<file path="config.mk">
export PLATFORM = sky130hd
export DESIGN_NAME = bh_run_ctrl_flat
export DESIGN_NICKNAME = d
export VERILOG_FILES = /design/src/rtl/bh_run_ctrl_if.sv /design/src/rtl/bh_run_ctrl.sv /design/src/flat_wrapper.sv
export SDC_FILE = /design/constraint.sdc
export NUM_CORES = 1
export LEC_CHECK = 0
export ABC_CLOCK_PERIOD_IN_PS = 2550
export CAP_MARGIN = 10
export CORE_MARGIN = 1.5
export CORE_UTILIZATION = 43
export CTS_CLUSTER_DIAMETER = 80
export DETAILED_ROUTE_END_ITERATION = 10
export GPL_TIMING_DRIVEN = 0
export PLACE_DENSITY = 0.86
export SETUP_SLACK_MARGIN = 0.5
export SLEW_MARGIN = 20
export SYNTH_ARGS = -nofsm -noshare
export SYNTH_HDL_FRONTEND = slang
export SYNTH_SLANG_ARGS = --single-unit
</file>
<file path="constraint.sdc">
create_clock -name i_clock -period 2.55 [get_ports i_clock]
set_clock_uncertainty 0.1 [all_clocks]
set_input_delay 0.255 -clock i_clock [delete_from_list [all_inputs] [get_ports i_clock]]
set_output_delay 0.255 -clock i_clock [all_outputs]
set_load 0.005 [all_outputs]
</file>
<file path="src/rtl/bh_run_ctrl_if.sv">
// bh_run_ctrl_if: host-side handshake bundle for bh_run_ctrl.
//   Command channel : i_host_cmd[1:0] / i_host_cmd_valid / o_host_cmd_ready
//   Program load    : i_host_data[2:0] / i_host_last / i_host_data_valid / o_host_data_ready
//   Tape dump       : o_host_rdata[7:0] / o_host_rvalid / i_host_rready
//   Single step     : i_step (sampled with an accepted run command)
// master = host side, slave = controller side.
interface bh_run_ctrl_if;
    logic [1:0] i_host_cmd;
    logic       i_host_cmd_valid;
    logic       o_host_cmd_ready;
    logic [2:0] i_host_data;
    logic       i_host_last;
    logic       i_host_data_valid;
    logic       o_host_data_ready;
    logic [7:0] o_host_rdata;
    logic       o_host_rvalid;
    logic       i_host_rready;
    logic       i_step;

    modport master (
        output i_host_cmd, i_host_cmd_valid, i_host_data, i_host_last,
               i_host_data_valid, i_host_rready, i_step,
        input  o_host_cmd_ready, o_host_data_ready, o_host_rdata, o_host_rvalid
    );

    modport slave (
        input  i_host_cmd, i_host_cmd_valid, i_host_data, i_host_last,
               i_host_data_valid, i_host_rready, i_step,
        output o_host_cmd_ready, o_host_data_ready, o_host_rdata, o_host_rvalid
    );
endinterface

</file>
<file path="src/rtl/bh_run_ctrl.sv">
// bh_run_ctrl: host-facing run controller for a small tape-machine core.
// Loads a 256-word program, runs the core until opcode 000, and dumps the
// 256-cell tape back to the host.
// Ports:
//   i_clock, i_reset_n          clock, synchronous active-low reset
//   host (bh_run_ctrl_if.slave) command / program-load / tape-dump handshakes, i_step
//   o_prgmem_we/waddr/wdata     program memory write port
//   i_core_instr                opcode at the core PC
//   o_core_en, o_core_rst_n     core advance enable, core state reset
//   i_core_tape_*               core tape access request
//   o_tape_addr/we/wdata        tape memory port, i_tape_rdata combinational read
//   o_state, o_cycles           FSM state, executed-instruction count
// Configuration: define BH_RUN_CTRL_STEP_EN to let a run issued with i_step=1
// execute a single instruction and then halt.
module bh_run_ctrl #(
    parameter int unsigned CYCLE_W = 16
) (
    input  logic               i_clock,
    input  logic               i_reset_n,
    bh_run_ctrl_if.slave       host,
    output logic               o_prgmem_we,
    output logic [7:0]         o_prgmem_waddr,
    output logic [2:0]         o_prgmem_wdata,
    input  logic [2:0]         i_core_instr,
    output logic               o_core_en,
    output logic               o_core_rst_n,
    input  logic [7:0]         i_core_tape_addr,
    input  logic               i_core_tape_in,
    input  logic [7:0]         i_core_tape_data,
    output logic [7:0]         o_tape_addr,
    output logic               o_tape_we,
    output logic [7:0]         o_tape_wdata,
    input  logic [7:0]         i_tape_rdata,
    output logic [2:0]         o_state,
    output logic [CYCLE_W-1:0] o_cycles
);
    localparam int unsigned    ADDR_W   = 8;
    localparam logic [ADDR_W-1:0] ADDR_MAX = '1;

`ifdef BH_RUN_CTRL_STEP_EN
    localparam bit STEP_EN = 1'b1;
`else
    localparam bit STEP_EN = 1'b0;
`endif

    typedef enum logic [2:0] {
        ST_IDLE = 3'd0,
        ST_LOAD = 3'd1,
        ST_RUN  = 3'd2,
        ST_HALT = 3'd3,
        ST_DUMP = 3'd4
    } state_e;

    localparam logic [1:0] CMD_LOAD = 2'b01;
    localparam logic [1:0] CMD_RUN  = 2'b10;
    localparam logic [1:0] CMD_DUMP = 2'b11;

    state_e             state_q,   state_d;
    logic [ADDR_W-1:0]  waddr_q,   waddr_d;
    logic [ADDR_W-1:0]  daddr_q,   daddr_d;
    logic [CYCLE_W-1:0] cycles_q,  cycles_d;
    logic               started_q, started_d;
    logic               step_q,    step_d;

    logic cmd_ready, cmd_fire, data_ready, data_fire, rvalid, rd_fire, core_en;

    // Handshake decode; everything is forced quiet while reset is held.
    always_comb begin
        cmd_ready  = i_reset_n && ((state_q == ST_IDLE) || (state_q == ST_HALT));
        cmd_fire   = cmd_ready && host.i_host_cmd_valid;
        data_ready = i_reset_n && (state_q == ST_LOAD);
        data_fire  = data_ready && host.i_host_data_valid;
        rvalid     = i_reset_n && (state_q == ST_DUMP);
        rd_fire    = rvalid && host.i_host_rready;
        // Opcode 000 is halt and never counts as an executed instruction.
        core_en    = i_reset_n && (state_q == ST_RUN) && (i_core_instr != 3'b000);
    end

    // Next-state and counter logic.
    always_comb begin
        state_d   = state_q;
        waddr_d   = waddr_q;
        daddr_d   = daddr_q;
        cycles_d  = cycles_q;
        started_d = started_q;
        step_d    = step_q;

        if (core_en && (cycles_q != '1)) begin
            cycles_d = cycles_q + CYCLE_W'(1);
        end

        case (state_q)
            ST_IDLE, ST_HALT: begin
                if (cmd_fire) begin
                    case (host.i_host_cmd)
                        CMD_LOAD: begin
                            state_d   = ST_LOAD;
                            waddr_d   = '0;
                            cycles_d  = '0;
                            started_d = 1'b0;
                        end
                        CMD_RUN: begin
                            state_d   = ST_RUN;
                            started_d = 1'b1;
                            step_d    = STEP_EN && host.i_step;
                        end
                        CMD_DUMP: begin
                            state_d = ST_DUMP;
                            daddr_d = '0;
                        end
                        default: ;
                    endcase
                end
            end
            ST_LOAD: begin
                // Stop at the last word or the top of memory; never wrap.
                if (data_fire) begin
                    if (host.i_host_last || (waddr_q == ADDR_MAX)) begin
                        state_d = ST_IDLE;
                    end else begin
                        waddr_d = waddr_q + ADDR_W'(1);
                    end
                end
            end
            ST_RUN: begin
                // A step run halts after its one executed instruction.
                if ((i_core_instr == 3'b000) || step_q) begin
                    state_d = ST_HALT;
                end
            end
            ST_DUMP: begin
                if (rd_fire) begin
                    if (daddr_q == ADDR_MAX) begin
                        state_d = started_q ? ST_HALT : ST_IDLE;
                    end else begin
                        daddr_d = daddr_q + ADDR_W'(1);
                    end
                end
            end
            default: state_d = ST_IDLE;
        endcase
    end

    // State and counter registers.
    always_ff @(posedge i_clock) begin
        if (!i_reset_n) begin
            state_q   <= ST_IDLE;
            waddr_q   <= '0;
            daddr_q   <= '0;
            cycles_q  <= '0;
            started_q <= 1'b0;
            step_q    <= 1'b0;
        end else begin
            state_q   <= state_d;
            waddr_q   <= waddr_d;
            daddr_q   <= daddr_d;
            cycles_q  <= cycles_d;
            started_q <= started_d;
            step_q    <= step_d;
        end
    end

    // Output decode from registered state.
    always_comb begin
        host.o_host_cmd_ready  = cmd_ready;
        host.o_host_data_ready = data_ready;
        host.o_host_rvalid     = rvalid;
        host.o_host_rdata      = i_tape_rdata;
        o_prgmem_we            = data_fire;
        o_prgmem_waddr         = waddr_q;
        o_prgmem_wdata         = host.i_host_data;
        o_core_en              = core_en;
        o_core_rst_n           = i_reset_n && (state_q != ST_IDLE) && (state_q != ST_LOAD);
        o_tape_addr            = (state_q == ST_RUN) ? i_core_tape_addr : daddr_q;
        o_tape_we              = core_en && i_core_tape_in;
        o_tape_wdata           = i_core_tape_data;
        o_state                = 3'(state_q);
        o_cycles               = cycles_q;
    end
endmodule

</file>
<file path="src/flat_wrapper.sv">
// flat-port wrapper written by rule: the top's interface ports become plain ports
module bh_run_ctrl_flat 
#(
    parameter int unsigned CYCLE_W = 16
)
  (i_clock, i_reset_n, o_prgmem_we, o_prgmem_waddr, o_prgmem_wdata, i_core_instr, o_core_en, o_core_rst_n, i_core_tape_addr, i_core_tape_in, i_core_tape_data, o_tape_addr, o_tape_we, o_tape_wdata, i_tape_rdata, o_state, o_cycles, host_i_host_cmd, host_i_host_cmd_valid, host_i_host_data, host_i_host_last, host_i_host_data_valid, host_i_host_rready, host_i_step, host_o_host_cmd_ready, host_o_host_data_ready, host_o_host_rdata, host_o_host_rvalid);
  bh_run_ctrl_if host_i ();
  input  logic i_clock;
  input  logic i_reset_n;
  output logic o_prgmem_we;
  output logic [7:0] o_prgmem_waddr;
  output logic [2:0] o_prgmem_wdata;
  input  logic [2:0] i_core_instr;
  output logic o_core_en;
  output logic o_core_rst_n;
  input  logic [7:0] i_core_tape_addr;
  input  logic i_core_tape_in;
  input  logic [7:0] i_core_tape_data;
  output logic [7:0] o_tape_addr;
  output logic o_tape_we;
  output logic [7:0] o_tape_wdata;
  input  logic [7:0] i_tape_rdata;
  output logic [2:0] o_state;
  output logic [CYCLE_W-1:0] o_cycles;
  input wire logic [$bits(host_i.i_host_cmd)-1:0] host_i_host_cmd;
  input wire logic [$bits(host_i.i_host_cmd_valid)-1:0] host_i_host_cmd_valid;
  input wire logic [$bits(host_i.i_host_data)-1:0] host_i_host_data;
  input wire logic [$bits(host_i.i_host_last)-1:0] host_i_host_last;
  input wire logic [$bits(host_i.i_host_data_valid)-1:0] host_i_host_data_valid;
  input wire logic [$bits(host_i.i_host_rready)-1:0] host_i_host_rready;
  input wire logic [$bits(host_i.i_step)-1:0] host_i_step;
  output wire logic [$bits(host_i.o_host_cmd_ready)-1:0] host_o_host_cmd_ready;
  output wire logic [$bits(host_i.o_host_data_ready)-1:0] host_o_host_data_ready;
  output wire logic [$bits(host_i.o_host_rdata)-1:0] host_o_host_rdata;
  output wire logic [$bits(host_i.o_host_rvalid)-1:0] host_o_host_rvalid;
  assign host_i.i_host_cmd = host_i_host_cmd;
  assign host_i.i_host_cmd_valid = host_i_host_cmd_valid;
  assign host_i.i_host_data = host_i_host_data;
  assign host_i.i_host_last = host_i_host_last;
  assign host_i.i_host_data_valid = host_i_host_data_valid;
  assign host_i.i_host_rready = host_i_host_rready;
  assign host_i.i_step = host_i_step;
  assign host_o_host_cmd_ready = host_i.o_host_cmd_ready;
  assign host_o_host_data_ready = host_i.o_host_data_ready;
  assign host_o_host_rdata = host_i.o_host_rdata;
  assign host_o_host_rvalid = host_i.o_host_rvalid;
  bh_run_ctrl #(.CYCLE_W(CYCLE_W)) u_core (.i_clock(i_clock), .i_reset_n(i_reset_n), .host(host_i), .o_prgmem_we(o_prgmem_we), .o_prgmem_waddr(o_prgmem_waddr), .o_prgmem_wdata(o_prgmem_wdata), .i_core_instr(i_core_instr), .o_core_en(o_core_en), .o_core_rst_n(o_core_rst_n), .i_core_tape_addr(i_core_tape_addr), .i_core_tape_in(i_core_tape_in), .i_core_tape_data(i_core_tape_data), .o_tape_addr(o_tape_addr), .o_tape_we(o_tape_we), .o_tape_wdata(o_tape_wdata), .i_tape_rdata(i_tape_rdata), .o_state(o_state), .o_cycles(o_cycles));
endmodule
</file>
# ---- Word level (Yosys, flattened, before mapping)
# Index checks and enable logic that the tools add are counted.
dict set report op_classes {
  n_reduce_logical 26
  n_eq_ne 22
  add_sub_neg 3
  n_mux 25
}
# op n
set ops {}
lappend ops {{8-bit 2-to-1 mux} 9}
lappend ops {{16-bit 2-to-1 mux} 4}
lappend ops {{8-bit one-hot mux with 2 select lines} 2}
lappend ops {{3-bit 2-to-1 mux} 6}
lappend ops {{16-bit by 1-bit adder with 16-bit output (second input constant)} 1}
lappend ops {{8-bit by 1-bit adder with 8-bit output (second input constant)} 2}
lappend ops {{8-bit equality test (second input constant)} 2}
lappend ops {{16-bit != test (second input constant)} 1}
lappend ops {{2-bit != test (second input constant)} 8}
lappend ops {{1-bit logical AND} 12}
lappend ops {{3-bit one-hot mux with 4 select lines} 1}
lappend ops {{5-bit AND reduction} 2}
lappend ops {{3-bit one-hot mux with 3 select lines} 1}
lappend ops {{7-bit AND reduction} 1}
lappend ops {{3-bit by 2-bit equality test with 1-bit output (second input constant)} 2}
lappend ops {{3-bit zero test} 2}
lappend ops {{2-bit nonzero test} 3}
lappend ops {{3-bit nonzero test} 2}
lappend ops {{2-bit equality test (second input constant)} 2}
lappend ops {{2-bit by 1-bit != test with 1-bit output (second input constant)} 2}
lappend ops {{4-bit != test (second input constant)} 1}
lappend ops {{3-bit by 1-bit equality test with 1-bit output (second input constant)} 1}
lappend ops {{3-bit equality test (second input constant)} 1}
lappend ops {{3-bit by 1-bit != test with 1-bit output (second input constant)} 1}
lappend ops {{6 further kinds} 7}
dict set report word_totals {
  inputBits 40
  regBits 36
  word_cells 81
  out_inout_bits 61
}

# ---- Longest topological paths before layout
dict set report logic_depth {
  depth_word 8
  mapped_depth 8
  ltp_nobuf 7
}

# ---- Worst setup path before layout
# Ideal clock, no wire load.
dict set report synth_timing {
  kind {register -> register}
  startpoint {register u_core.waddr_q[0], in the netlist u_core.o_prgmem_waddr[0]}
  endpoint {register u_core.waddr_q[5], in the netlist u_core.o_prgmem_waddr[5]}
  setup_ps 70
  path_stages_with_launch 8
  arrival_time_ps 1868
  t_required_ps 2380
  n_path_buf 1
  slack_ps 512
  synth_period_minus_slack_ps 2038
  path_cell_list {dfxtp_1 ha_1 and3_1 a31o_2 and2_1 buf_1 or4_1 a21oi_1}
}
dict set report synth_between {
  elab_chain_cells 4
  elab_cells_between_ends 8
  classes_between {1 x add/sub; 2 x eq/ne; 3 x mux; 2 x reduce/logical}
}
# item line_no
set synth_lines {}
lappend synth_lines {{start, declared} bh_run_ctrl.sv:59} ;# logic [ADDR_W-1:0] waddr_q, waddr_d;
lappend synth_lines {{start signal, assigned} bh_run_ctrl.sv:155} ;# waddr_q <= waddr_d;
lappend synth_lines {{8-bit by 1-bit adder with 8-bit output / 8-bit equality test (equally long branches)} {bh_run_ctrl.sv:121, bh_run_ctrl.sv:118}}
lappend synth_lines {{8-bit 2-to-1 mux / 1-bit logical OR (equally long branches)} bh_run_ctrl.sv:118} ;# if (host.i_host_last || (waddr_q == ADDR_MAX)) begin
lappend synth_lines {{8-bit 2-to-1 mux / 2-bit != test (equally long branches)} --}
lappend synth_lines {{8-bit one-hot mux with 2 select lines / 5-bit AND reduction (equally long branches)} --}
# Parallel ways exist; a longest one is shown, timed or not. The select of a mux whose other input is x is not followed.
# A chain may end at the register's enable or synchronous reset.

# ---- Worst setup path after layout
dict set report layout_timing {
  startpoint {register u_core.state_q[2], in the netlist u_core.o_state[2]}
  endpoint {output port o_tape_addr[0]}
}
dict set report layout_between {
  elab_chain_cells 2
}
# item line_no
set layout_lines {}
lappend layout_lines {{start, declared} bh_run_ctrl.sv:58} ;# state_e state_q, state_d;
lappend layout_lines {{start signal, assigned} bh_run_ctrl.sv:154} ;# state_q <= state_d;
lappend layout_lines {{3-bit by 2-bit equality test with 1-bit output} bh_run_ctrl.sv:174} ;# o_tape_addr = (state_q == ST_RUN) ? i_core_tape_addr : daddr_q;
lappend layout_lines {{8-bit 2-to-1 mux} bh_run_ctrl.sv:174}
lappend layout_lines {{end, declared} flat_wrapper.sv:19} ;# output logic [7:0] o_tape_addr;
# Every way passes these cells.

==> metrics.cfg <==
[floorplanning]
dieHeight_um=78.3
die_width_um=78.3
dieArea_um2=6140
core_um2=5510
start_util_pct=44.3
rows=27
ioPinCount=101

[worst_setup_path]
required_ns=2.19
cp.arrival_ns=1.85
slowest_stage=dfxtp_2
start_kind=flop
timing_worst_setup_path_type=flop to output pin
critPathMaxStageDelay_ns=0.33
cp_cell_sequence=buf_6 > nor3b_4 > buf_6 > buf_4 > buf_6 > mux2_4 > buf_6
crit_top_cell=buf_6
critPathMaxFanout=5
end_kind=output pin

[synth]
synth_area_um2=2440
yosys_warnings=0
synth-seq-area-share_pct=29.5
synth-seq-cells=36
ys.flop_type=dfxtp_1
syn_nets=335
syn_avg_cell_area_um2=8.51
syn-instance-count=287
synth.distinct_cells=56
synth-async-reset-ratio_pct=0
synth_edf_count=0
yosysTopAreaCell=dfxtp_1
synth_area_leaders=dfxtp_1 30%, buf_4 5.8%, nor2_1 4.5%, xnor2_1 4.3%, ha_1 4.1%
synth_top_cell_area_share_pct=29.5

[cts]
clk_path_buf_depth=2
numCtsBuffers=5
cts_tree=done
cts_root_buf=clkbuf_8
path_clk_slew_ns=0.09
insertion_delay_ns=0.31
hold_buffers=0
htreeDepth=2
clkSinkCount=36

[grt]
grt_overflow=0
track_usage_pct=24.3
grt_start_max_net_pins=13
grt_pass1_wl_um=12000
antenna_found_initial=0
grt_pass1_vias=2575

[pwr]
ir_worst_vdd_uv=393
power.total_mw=2.37
power_density_nw_per_um2=573
leakagePower_nw=1.70

[finish]
multi_input_area_um2=1780
nets=459
regArea_um2=733
diodes=0
final_cell_mix=64 x clkdlybuf4s50_1, 44 x buf_4, 30 x dfxtp_1, 25 x buf_6, 25 x nor2_1
drive_gt1_share_pct=37.1
num-fill-cells=357
synthToLayoutAreaGrowth_pct=69.2
layout_commonest_cell=clkdlybuf4s50_1

[timing]
slew_headroom_pct=52.0
timing.final.crit_share_pct=86.5
max_clock_freq_ghz=0.453
fin_tns_setup_ns=0
worst_slew_pin_slew_ns=0.715
setup_violations=0
slew_violations=0
finalHoldViolCount=0
rsz0062_at_grt=true
period_needed_ns=2.21

[routing]
drtPass1Iterations=5
via_per_inst=5.96
num_vias=2884
detail_route.wirelength_um=9120
detail_route.wl_per_cell_um=18.8
drtIter0Drc=283
drc=0
ant_nets=0

[place]
dp_hpwl_um=4690
place_congestion=0.887
io_buffers=80

[run_status]
status=complete, no violations

[job]
max-cap-violations=0

[hold_path]
hp-class=flop to flop

==> Yosys cell counts (2+ instances only) <==
cell type and count:
nor2_1 29, o21ai_0 8, mux2_2 8, nand4_1 4, clkbuf_1 4, or2_2 2, or3_1 2, nand2_1 17
buf_2 5, ha_1 8, o211ai_1 5, nand3b_1 2, dfxtp_1 36, buf_4 19, and3_1 13, a31oi_1 5
buf_1 3, nor3_1 3, mux2i_1 6, nand3_1 15, o221a_2 2, and4_1 5, xnor2_1 12, inv_1 6
o31ai_1 5, o41ai_2 3, nand2b_1 3, buf_6 3, a211oi_1 5, or4_1 4, and2_1 4, maj3_1 2
a21oi_1 13, a31o_2 2, a41o_1 3
==> logic make-up (layout without fill, tap and decap cells) <==
group                    Yosys count  after routing  share of synthesized area (%)
adder cells (fa/ha/maj)           10             10                           4.92
buffers and inverters             40            165                           10.3
AND/OR/NAND/NOR                  112            112                           24.3
XOR/XNOR                          12             12                           4.31
multiplexers                      14             14                           6.15
flip-flops                        36             36                           29.5
AO/OA/AOI/OAI                     63             63                           20.5
==> state kept, by name, indices dropped and copies added (netlist names) <==
name and cells:
u_core.o_state 3, u_core.started_q 1, u_core.o_cycles 16, u_core.daddr_q 8, u_core.o_prgmem_waddr 8
==> final timing paths <==
kind | depth (start not counted) | to | startpoint | slack, ns
max | 7 | o_tape_addr[0] | u_core.o_state[2] | 0.34
min | 2 | u_core.o_cycles[11] | u_core.o_cycles[11] | 0.40
max reg2reg | 8 | u_core.o_cycles[15] | u_core.o_state[2] | 0.36
min reg2reg | 2 | u_core.o_cycles[11] | u_core.o_cycles[11] | 0.40
==> where the power goes <==
group | leakage (nW) | switching, mW | internal (mW)
sequential | 0.294 | 0.0441 | 0.590
clock | 0.0541 | 0.236 | 0.290
combinational | 1.35 | 0.543 | 0.666
==> worst max-delay path: cells and delay by family (launching register included) <==
| kind | cells | cell delay [ns] |
|---|---|---|
| and+or+nand+nor | 1 | 0.30 |
| muxes | 1 | 0.29 |
| buffers and inverters | 5 | 0.61 |
| DFF | 1 | 0.33 |
==> metrics by stage <==
step           area [µm²]  setup WS (ns)  utilization [%]  hold WS, ns  cells
2_1_floorplan        2440          0.512                -        0.355    287
5_1_grt              4130          0.326             75.0        0.422    484
3_5_place_dp         3330         0.0483             60.5        0.389    439
6_report             4130          0.344             75.0        0.403    484
4_1_cts              3740          0.351             67.9        0.404    473
3_3_place_gp         3330         0.0627             60.5        0.370    439
==> routing by layer <==
| layer | up-vias | wire length, µm | GRT usage (%) | part of all wire (%) |
|---|---|---|---|---|
| met5 | - | 0 | 0 | 0 |
| met4 | 0 | 336 | 10.0 | 3.7 |
| met3 | 38 | 758 | 4.07 | 8.3 |
| met2 | 209 | 4560 | 42.4 | 50 |
| met1 | 1346 | 3470 | 29.4 | 38 |
| li1 | 1291 | - | - | - |
==> cell type report <==
cell class | instances | area share (%)
sequential | 36 | 17.8
clock buffer | 5 | 1.67
buffer | 34 | 6.51
tap | 72 | 2.18
inverter | 6 | 0.545
clock inverter | 3 | 1.03
timing repair buffer | 117 | 27.3
multi-input combinational | 211 | 43.0
==> what timing repair did <==
action | in CTS | in global routing
cloned | 1 | 0
endpoints found under the hold margin | 0 | 0
buffers inserted | 25 | 11
pin swaps | 8 | 19
endpoints found under the setup margin | 40 | 43
gates resized for setup | 84 | 77
No activity file was read; power rests on OpenSTA's default activity.
==> patch, RTL diff (same settings) <==
Add a define of `BH_RUN_CTRL_STEP_EN`.
--- a/src/rtl/bh_run_ctrl.sv
+++ b/src/rtl/bh_run_ctrl.sv
@@ -12,6 +12,8 @@
 //   o_state, o_cycles           FSM state, executed-instruction count
 // Configuration: define BH_RUN_CTRL_STEP_EN to let a run issued with i_step=1
 // execute a single instruction and then halt.
+`define BH_RUN_CTRL_STEP_EN
+
 module bh_run_ctrl #(
     parameter int unsigned CYCLE_W = 16
 ) (
Behaviour: not the same (Yosys sat finds a counterexample within 4 cycles, from zero or initial values and one cycle with i_reset_n low).
==> patch against the unedited design <==
- wire length down 9.6%
- first-iteration DRC count down 38%
- largest cell class unchanged
- power down 1.9%
- final area down 2.4%
- critical endpoint is now o_tape_addr[1]
- register-to-register slack better by 70 ps
- via count down 1.2%
- largest power group unchanged
- clock power down 14%
- sequential cell count up 1
- worst setup slack better by 48 ps
- area after synthesis up 1.2%
- highest routed layer unchanged
==> patch: results (changes against the unedited design) <==
metric	value	unit	change
synth_commonest_cells	dfxtp_1 (37), nand2_1 (36), nor2_1 (27)		was dfxtp_1 (36), nor2_1 (29), buf_4 (19)
diodes	0		unchanged
routedWlPerCell	16.40	µm	was 18.85 µm
grt_pass1_vias	2540		was 2575
layout-drive-gt1-share	33.41	%	was 37.14%
insertion_delay	300	ps	
ir_drop	0.4161	mV	was 0.3927 mV
r2r_setup_slack	430	ps	was 360 ps
netlist.area_leader.share	29.99	%	was 29.52%
syn_nets	355		was 335
synth.distinct_cells	55		was 56
gr-usage-all-layers	23.27	%	was 24.27%
place_congestion	0.8958		was 0.8874
grt_pass1_wl	11560	µm	was 12000 µm
yosysSeqAreaShare	29.99	%	was 29.52%
io_buffers	81		was 80
vias	2848		was 2884
arrival	1800	ps	was 1850 ps
synthTopCellsByArea	dfxtp_1 (30%), buf_4 (6.1%), nand2_1 (5.5%)		was dfxtp_1 (30%), buf_4 (5.8%), nor2_1 (4.5%)
hold_class	primary input to flip-flop		was flip-flop to flip-flop
relSlewSlack	55.17	%	was 51.96%
final_nets	478		was 459
dr.pass1.iters	4		was 5
min_from	i_reset_n		was u_core.o_cycles[11]$_SDFF_PN0_
status	completed		unchanged
p_leak	1.607	nW	was 1.698 nW
hpwl	4718	µm	was 4691 µm
p_int	1.483	mW	was 1.545 mW
die_w	78.79	µm	was 78.35 µm
clk_pin_slew	80	ps	
r2r_end	u_core.daddr_q[4]$_SDFFE_PN0P_		was u_core.o_cycles[15]$_SDFF_PN0_
crit_end	o_tape_addr[1]		was o_tape_addr[0]
patch: cell types whose count changed in the layout (fill, tap and decap cells not counted), sizes merged, moves of 4 or more:
cell and change:
o211ai -6, inv +5, o311ai +4, o21ai +5
a31oi -4, nor3b +4, and3 -7, or3 +6
nand2 +19
patch: what timing repair did:
action / CTS / global route
buffers inserted: 22 / 12
endpoints found under the setup margin: 42 / 42
hold buffers: 0 / 0
gates resized for setup: 97 / 57
pin swaps: 8 / 9
gates cloned: 1 / 0
patch: metal layers:
layer	part of all wire, %	GRT usage [%]
met5	0	0
met2	53	40.95
met1	39	27.03
met3	6.3	5.977
met4	2.6	8.571
patch: per-stage QoR:
stage	power, mW	instances	worst slack (ps)	util (%)	area [µm²]
3_5_place_dp	1.388	460	-221.2	60.84	3371
3_3_place_gp	1.376	460	-168.2	60.84	3371
5_1_grt	2.415	503	345.4	72.79	4033
4_1_cts	2.109	491	379.7	68.56	3799
6_report	2.323	503	392.1	72.79	4033
2_1_floorplan	1.113	307	474.0	-	2470
patch: power groups by stage:
stage	Clock, mW	Sequential (mW)	Combinational [mW]
2_1_floorplan	0	0.635	0.478
3_3_place_gp	0	0.638	0.738
4_1_cts	0.449	0.628	1.03
3_5_place_dp	0	0.639	0.749
5_1_grt	0.479	0.634	1.30
6_report	0.451	0.631	1.24
patch: area by class of cell:
class	count	area [µm²]
sequential	37	749.5
buffer	33	275.3
inverter	11	41.29
clock buffer	6	82.58
clock inverter	2	13.76
tap	72	90.09
multi-input combinational	226	1698
timing repair buffer	116	1082
fill	407	1508
patch: worst max-delay path, stage by stage (launching register included):
cell	delay [ps]
dfxtp_2	340
buf_6	130
nor3b_4	240
buf_6	150
buf_8	110
buf_6	110
mux2_4	300
buf_6	120
patch: how the worst min path moves through the flow:
stage                     slack [ps]  cells after the start                                     to
final                            370                      4         u_core.o_state[0]$_SDFFE_PN0P_
after detailed placement         400                      2         u_core.daddr_q[1]$_SDFFE_PN0P_
after global routing             380                      4  u_core.o_prgmem_waddr[5]$_SDFFE_PN0P_
after floorplan                  300                      2             u_core.step_q$_SDFFE_PN0P_
after CTS                        420                      2         u_core.daddr_q[1]$_SDFFE_PN0P_
after global placement           370                      2             u_core.step_q$_SDFFE_PN0P_
patch: kinds of logic after synthesis:
kind of cell	synth area share [%]
simple gates	27.05
flops	29.99
mux	6.839
fa+ha+maj	5.269
xor+xnor	3.901
compound gates	16.52
buf+inv	10.44
